$ cat src/rtl/fp_pkg.sv
`default_nettype none
// ============================================================================
// Module : fp_pkg
// Brief  : Shared constants and FSM encoding for the floating-point datapath
// Rev    : 1.0  initial release
// ============================================================================
package fp_pkg;

    localparam int c_FP_EXP_W = 5;
    localparam int c_FP_MAN_W = 11;
    localparam int c_GRS_W    = 3;

    typedef enum logic [1:0] {
        ST_IDLE  = 2'd0,
        ST_SHIFT = 2'd1,
        ST_DONE  = 2'd2
    } state_t;

endpackage
`default_nettype wire

$ cat src/rtl/fp_sticky_shr.sv
`default_nettype none
// ============================================================================
// Module : fp_sticky_shr
// Brief  : Right shift of {mantissa,G,R,S}; shifted-out bits are ORed into S
// Rev    : 1.0  initial release
// ============================================================================
module fp_sticky_shr #(
    parameter int W    = 14,
    parameter int SH_W = 5
) (
    input  logic [W-1:0]    i_data,
    input  logic [SH_W-1:0] i_shamt,
    output logic [W-1:0]    o_data
);

    logic [W-1:0] w_mask;
    logic [W-1:0] w_shr;
    logic         w_lost;

    // Mask covers exactly the bits that fall off position 0, including the old S.
    assign w_mask = ~({W{1'b1}} << i_shamt);
    assign w_lost = |(i_data & w_mask);
    assign w_shr  = i_data >> i_shamt;
    assign o_data = {w_shr[W-1:1], w_shr[0] | w_lost};

endmodule
`default_nettype wire

$ cat src/rtl/fp_align_shifter.sv
`default_nettype none
// ============================================================================
// Module : fp_align_shifter
// Brief  : Multi-cycle exponent compare, swap and sticky right-shift alignment
// Rev    : 1.0  initial release
// ============================================================================
module fp_align_shifter
    import fp_pkg::*;
#(
    parameter int EXP_W      = c_FP_EXP_W,
    parameter int MAN_W      = c_FP_MAN_W,
    parameter int SHIFT_STEP = 1
) (
    input  logic                     clk,
    input  logic                     rst,
    input  logic                     in_valid,
    output logic                     in_ready,
    input  logic [EXP_W-1:0]         exp_a,
    input  logic [EXP_W-1:0]         exp_b,
    input  logic [MAN_W-1:0]         man_a,
    input  logic [MAN_W-1:0]         man_b,
    output logic                     out_valid,
    input  logic                     out_ready,
    output logic [EXP_W-1:0]         exp_out,
    output logic [MAN_W-1:0]         man_big,
    output logic [MAN_W+c_GRS_W-1:0] man_small,
    output logic                     swapped
);

    localparam int                 c_SW   = MAN_W + c_GRS_W;
    localparam logic [EXP_W:0]     c_SAT  = (EXP_W+1)'(MAN_W + 2);
    localparam logic [EXP_W-1:0]   c_STEP = EXP_W'(SHIFT_STEP);

    state_t             r_state;
    logic               r_in_ready;
    logic               r_out_valid;
    logic [EXP_W-1:0]   r_exp_out;
    logic [MAN_W-1:0]   r_man_big;
    logic [c_SW-1:0]    r_man_small;
    logic               r_swapped;
    logic [EXP_W-1:0]   r_rem;

    logic               w_swap;
    logic [EXP_W-1:0]   w_diff;
    logic [MAN_W-1:0]   w_big_man;
    logic [MAN_W-1:0]   w_sml_man;
    logic [EXP_W-1:0]   w_k;
    logic [c_SW-1:0]    w_shifted;

    assign w_swap    = (exp_b > exp_a);
    assign w_diff    = w_swap ? (exp_b - exp_a) : (exp_a - exp_b);
    assign w_big_man = w_swap ? man_b : man_a;
    assign w_sml_man = w_swap ? man_a : man_b;
    assign w_k       = (r_rem < c_STEP) ? r_rem : c_STEP;

    fp_sticky_shr #(
        .W    (c_SW),
        .SH_W (EXP_W)
    ) u_shr (
        .i_data  (r_man_small),
        .i_shamt (w_k),
        .o_data  (w_shifted)
    );

    always_ff @(posedge clk) begin
        if (rst) begin
            r_state     <= ST_IDLE;
            r_in_ready  <= 1'b1;
            r_out_valid <= 1'b0;
            r_exp_out   <= '0;
            r_man_big   <= '0;
            r_man_small <= '0;
            r_swapped   <= 1'b0;
            r_rem       <= '0;
        end else begin
            case (r_state)
                ST_IDLE: begin
                    if (in_valid) begin
                        r_exp_out   <= w_swap ? exp_b : exp_a;
                        r_man_big   <= w_big_man;
                        r_swapped   <= w_swap;
                        r_in_ready  <= 1'b0;
                        r_man_small <= {w_sml_man, {c_GRS_W{1'b0}}};
                        if (w_diff == '0) begin
                            r_state     <= ST_DONE;
                            r_out_valid <= 1'b1;
                        end else if ({1'b0, w_diff} >= c_SAT) begin
                            // Everything falls below S: only "was it nonzero" survives.
                            r_man_small <= {{(MAN_W+2){1'b0}}, |w_sml_man};
                            r_state     <= ST_DONE;
                            r_out_valid <= 1'b1;
                        end else begin
                            r_rem   <= w_diff;
                            r_state <= ST_SHIFT;
                        end
                    end
                end
                ST_SHIFT: begin
                    r_man_small <= w_shifted;
                    r_rem       <= r_rem - w_k;
                    if (r_rem == w_k) begin
                        r_state     <= ST_DONE;
                        r_out_valid <= 1'b1;
                    end
                end
                ST_DONE: begin
                    if (out_ready) begin
                        r_state     <= ST_IDLE;
                        r_out_valid <= 1'b0;
                        r_in_ready  <= 1'b1;
                    end
                end
                default: begin
                    r_state     <= ST_IDLE;
                    r_in_ready  <= 1'b1;
                    r_out_valid <= 1'b0;
                end
            endcase
        end
    end

    assign in_ready  = r_in_ready;
    assign out_valid = r_out_valid;
    assign exp_out   = r_exp_out;
    assign man_big   = r_man_big;
    assign man_small = r_man_small;
    assign swapped   = r_swapped;

endmodule
`default_nettype wire
$ cat config.mk
export PLATFORM = sky130hd
export DESIGN_NAME = fp_align_shifter
export DESIGN_NICKNAME = d
export VERILOG_FILES = /design/src/rtl/fp_pkg.sv /design/src/rtl/fp_sticky_shr.sv /design/src/rtl/fp_align_shifter.sv
export SDC_FILE = /design/constraint.sdc
export NUM_CORES = 1
export LEC_CHECK = 0
export CAP_MARGIN = 20
export CORE_MARGIN = 2
export CORE_UTILIZATION = 40
export CTS_CLUSTER_DIAMETER = 200
export DETAILED_ROUTE_END_ITERATION = 16
export DONT_BUFFER_PORTS = 1
export GPL_ROUTABILITY_DRIVEN = 1
export PLACE_DENSITY = 0.52
export SKIP_CTS_REPAIR_TIMING = 1
export SYNTH_ARGS = -nofsm -noshare
export SYNTH_HDL_FRONTEND = slang
export SYNTH_SLANG_ARGS = --single-unit
$ cat constraint.sdc
create_clock -name clk -period 6.4 [get_ports clk]
set_input_delay 0.96 -clock clk [delete_from_list [all_inputs] [get_ports clk]]
set_output_delay 0.96 -clock clk [all_outputs]
set_load 0.02 [all_outputs]
==> impl_metrics.env <==
export IMPL_dp_hpwl_um=5210
export IMPL_portBuffers=0
export IMPL_powerDensity_mw_per_mm2=456
export IMPL_n_antenna_cell=0
export IMPL_area_growth_synth_to_final_pct=4.15
export IMPL_regToRegSetupSlack_ns=3.72
export IMPL_crit_chain="inv_1 -> ha_1 -> and3_1 -> o21ai_2 -> a31oi_4 -> buf_4 -> mux2i_1 -> xnor2_2 -> o31a_1 -> a31oi_1 -> nor3_1"
export IMPL_max_freq_mhz=272
export IMPL_wl_per_cell_um=17.7
export IMPL_dr_first_iter_drc_count=100
export IMPL_drc=0
export IMPL_track_usage_pct=19.4
export IMPL_cts_root_buffer="clkbuf_8"
export IMPL_vdd_ir_drop_worst_v=0.000178
export IMPL_syn_num_nets=394
export IMPL_drive_above_1_share_pct=9.91
export IMPL_path_class="primary input to flip-flop"
export IMPL_whs_endpoint="r_rem[3]"
export IMPL_grt_pass1_wl_um=11400
export IMPL_syn_avg_cell_area_um2=7.76
export IMPL_hold_violations=0
export IMPL_holdCritPathClass="flip-flop to flip-flop"
export IMPL_yosys_most_used_dff="dfxtp_1"
export IMPL_cp_arrival_ns=3.88
export IMPL_via_count=2401
export IMPL_initial_core_util_pct=41.8
export IMPL_grt_start_max_net_pins=44
export IMPL_outcome="complete, no violations"
export IMPL_ys_types=45
export IMPL_synth_seq_cells=40
export IMPL_ys_seq_area_share_pct=29.8
export IMPL_cts_max_level=2
export IMPL_gp_congestion=0.904
export IMPL_rr_endpoint="r_state[1]"
export IMPL_synthCells=346
export IMPL_regArea_um2=801
export IMPL_final_max_slew_viol_count=0
export IMPL_netlist_area_mm2=0.00268
export IMPL_drt_wl_total_um=7270
export IMPL_cts_max_path_buffers=2
export IMPL_tns_ns=0
export IMPL_hold_start="r_rem[3]"
export IMPL_min_path_cells=2
export IMPL_synth_edf_count=0
export IMPL_fillers=665
export IMPL_multiInputGateArea_mm2=0.00173
export IMPL_antenna_found_initial=0
export IMPL_slowest_stage="o31a_1"
export IMPL_boundaryPins=69
export IMPL_start_kind="primary input"
export IMPL_num_rows=29
export IMPL_dr_pass1_iters=4
export IMPL_nets=380
export IMPL_synth_top_area_share_pct=29.8
export IMPL_rsz0062_at_grt="false"
export IMPL_max_slew_margin_pct=49.6
export IMPL_clk_latency_ns=0.30
export IMPL_cts_clk_slew_worst_paths_ns=0.09
export IMPL_yosysMostFrequentCell="nor2_1"
export IMPL_fin_crit_sh_pct=57.4
export IMPL_crit_fanout=43
export IMPL_period_needed_ns=3.67
export IMPL_yosysTopAreaCell="dfxtp_1"
export IMPL_drv_cap=0
export IMPL_r2r_start="r_rem[1]"
export IMPL_ys_warn_count=0
export IMPL_setup_viol_count_final=0
export IMPL_cts_num_sinks=40
export IMPL_die_h_um=85.9
export IMPL_rr_worst_depth=8
export IMPL_gr_total_overflow=0
export IMPL_ys_async_sr_fraction_pct=0
export IMPL_power_leakage_nw=1.04
export IMPL_final_util_pct=43.5
export IMPL_worstPathRequired_ns=6.61
export IMPL_antenna_left=0
export IMPL_fin_skew_ns=0.0158
export IMPL_grt_pass1_vias=2214
export IMPL_cpPeakStageDelay_ns=0.54
export IMPL_viasPerCell=5.86
export IMPL_synthTopCellsByArea="dfxtp_1 (30%), nor2_1 (6.4%), a31oi_1 (5.6%)"
export IMPL_numCtsBuffers=5
export IMPL_coreArea_mm2=0.00642
export IMPL_synth_top_cells_by_count="nor2_1 (46), dfxtp_1 (40), nand2_1 (33), a31oi_1 (24)"
export IMPL_die_x_um=85.9
export IMPL_cp_end_kind="flip-flop"
export IMPL_cts_tree="done"
export IMPL_tightest_slew_ns=0.751
export IMPL_dieArea_mm2=0.00738
[report_power, final]
part / leakage (nW) / total (mW) / internal, mW / switching [mW]
combinational: 0.670 / 0.582 / 0.214 / 0.368
clock: 0.0434 / 0.183 / 0.0874 / 0.0956
sequential: 0.330 / 0.510 / 0.336 / 0.174
total: 1.04 / 1.28 / 0.638 / 0.637
[logic make-up after synthesis]
group	Yosys count	synth area share [%]
AOI/OAI and AO/OA	89	22.5
xor gates and xnor gates	4	1.59
adders and majority gates	12	6.15
buffers and inverters	38	5.87
DFF	40	29.8
muxes	27	10.7
and+or+nand+nor	136	23.4
[per-stage QoR]
stage	instance area [µm²]	hold WS [ns]	power, mW	std cells	worst slack (ns)
2_1_floorplan	2680	0.470	0.964	346	3.21
3_3_place_gp	2700	0.488	1.09	402	2.55
3_5_place_dp	2700	0.486	1.09	402	2.46
4_1_cts	2800	0.500	1.28	410	2.76
5_1_grt	2800	0.558	1.38	410	2.54
6_report	2800	0.504	1.28	410	2.73
[final cells by class]
type                       count  share of cell area (%)
timing repair buffer           3                   0.806
clock buffer                   6                    2.95
sequential                    40                    28.6
tap                           77                    3.45
multi-input combinational    268                    61.7
inverter                      14                    1.88
clock inverter                 2                   0.537
[worst max path at each step]
stage | from | endpoint | slack, ns | cells after the start
2_1_floorplan | exp_a[2] | man_small[0] | 3.21 | 11
3_3_place_gp | exp_a[2] | man_small[11] | 2.55 | 11
3_5_place_dp | exp_a[2] | man_small[8] | 2.46 | 11
4_1_cts | exp_a[2] | man_small[8] | 2.76 | 11
5_1_grt | exp_a[2] | man_small[8] | 2.54 | 11
6_report | exp_a[2] | man_small[8] | 2.73 | 11
[flip-flops by register name (all words and copies together) (netlist names)]
signal / cells
r_state: 2
exp_out: 5
out_valid: 1
man_small: 14
man_big: 11
swapped: 1
r_rem: 5
in_ready: 1
[layout by cell type, fill, tap and decap left out, drive strengths merged, types with 4 or more instances in the layout]
master  count
nand2b      5
mux2       13
nand2      33
inv        14
nor3       20
nor2b       5
o21ai      10
clkbuf      6
a31oi      25
ha         10
nor2       46
nand3      11
dfxtp      40
or3         4
o21a        5
mux2i      14
a21oi      18
a211oi     19
[per-layer routing]
| metal | part of all wire, % | vias up | track usage (%) |
|---|---|---|---|
| li1 | - | 1221 | - |
| met1 | 50 | 1095 | 29.1 |
| met2 | 43 | 85 | 27.1 |
| met3 | 7.6 | 0 | 6.64 |
| met4 | 0 | 0 | 2.89 |
| met5 | 0 | - | 0 |
[critical path, delay by kind of cell]
family / cells / cell delay [ns]
AO/OA/AOI/OAI: 4 / 0.97
XOR/XNOR: 1 / 0.19
adder cells (fa/ha/maj): 1 / 0.45
AND/OR/NAND/NOR: 2 / 0.45
buffers and inverters: 2 / 0.51
multiplexers: 1 / 0.33
Note: power is estimated with default switching activity, not from simulation.
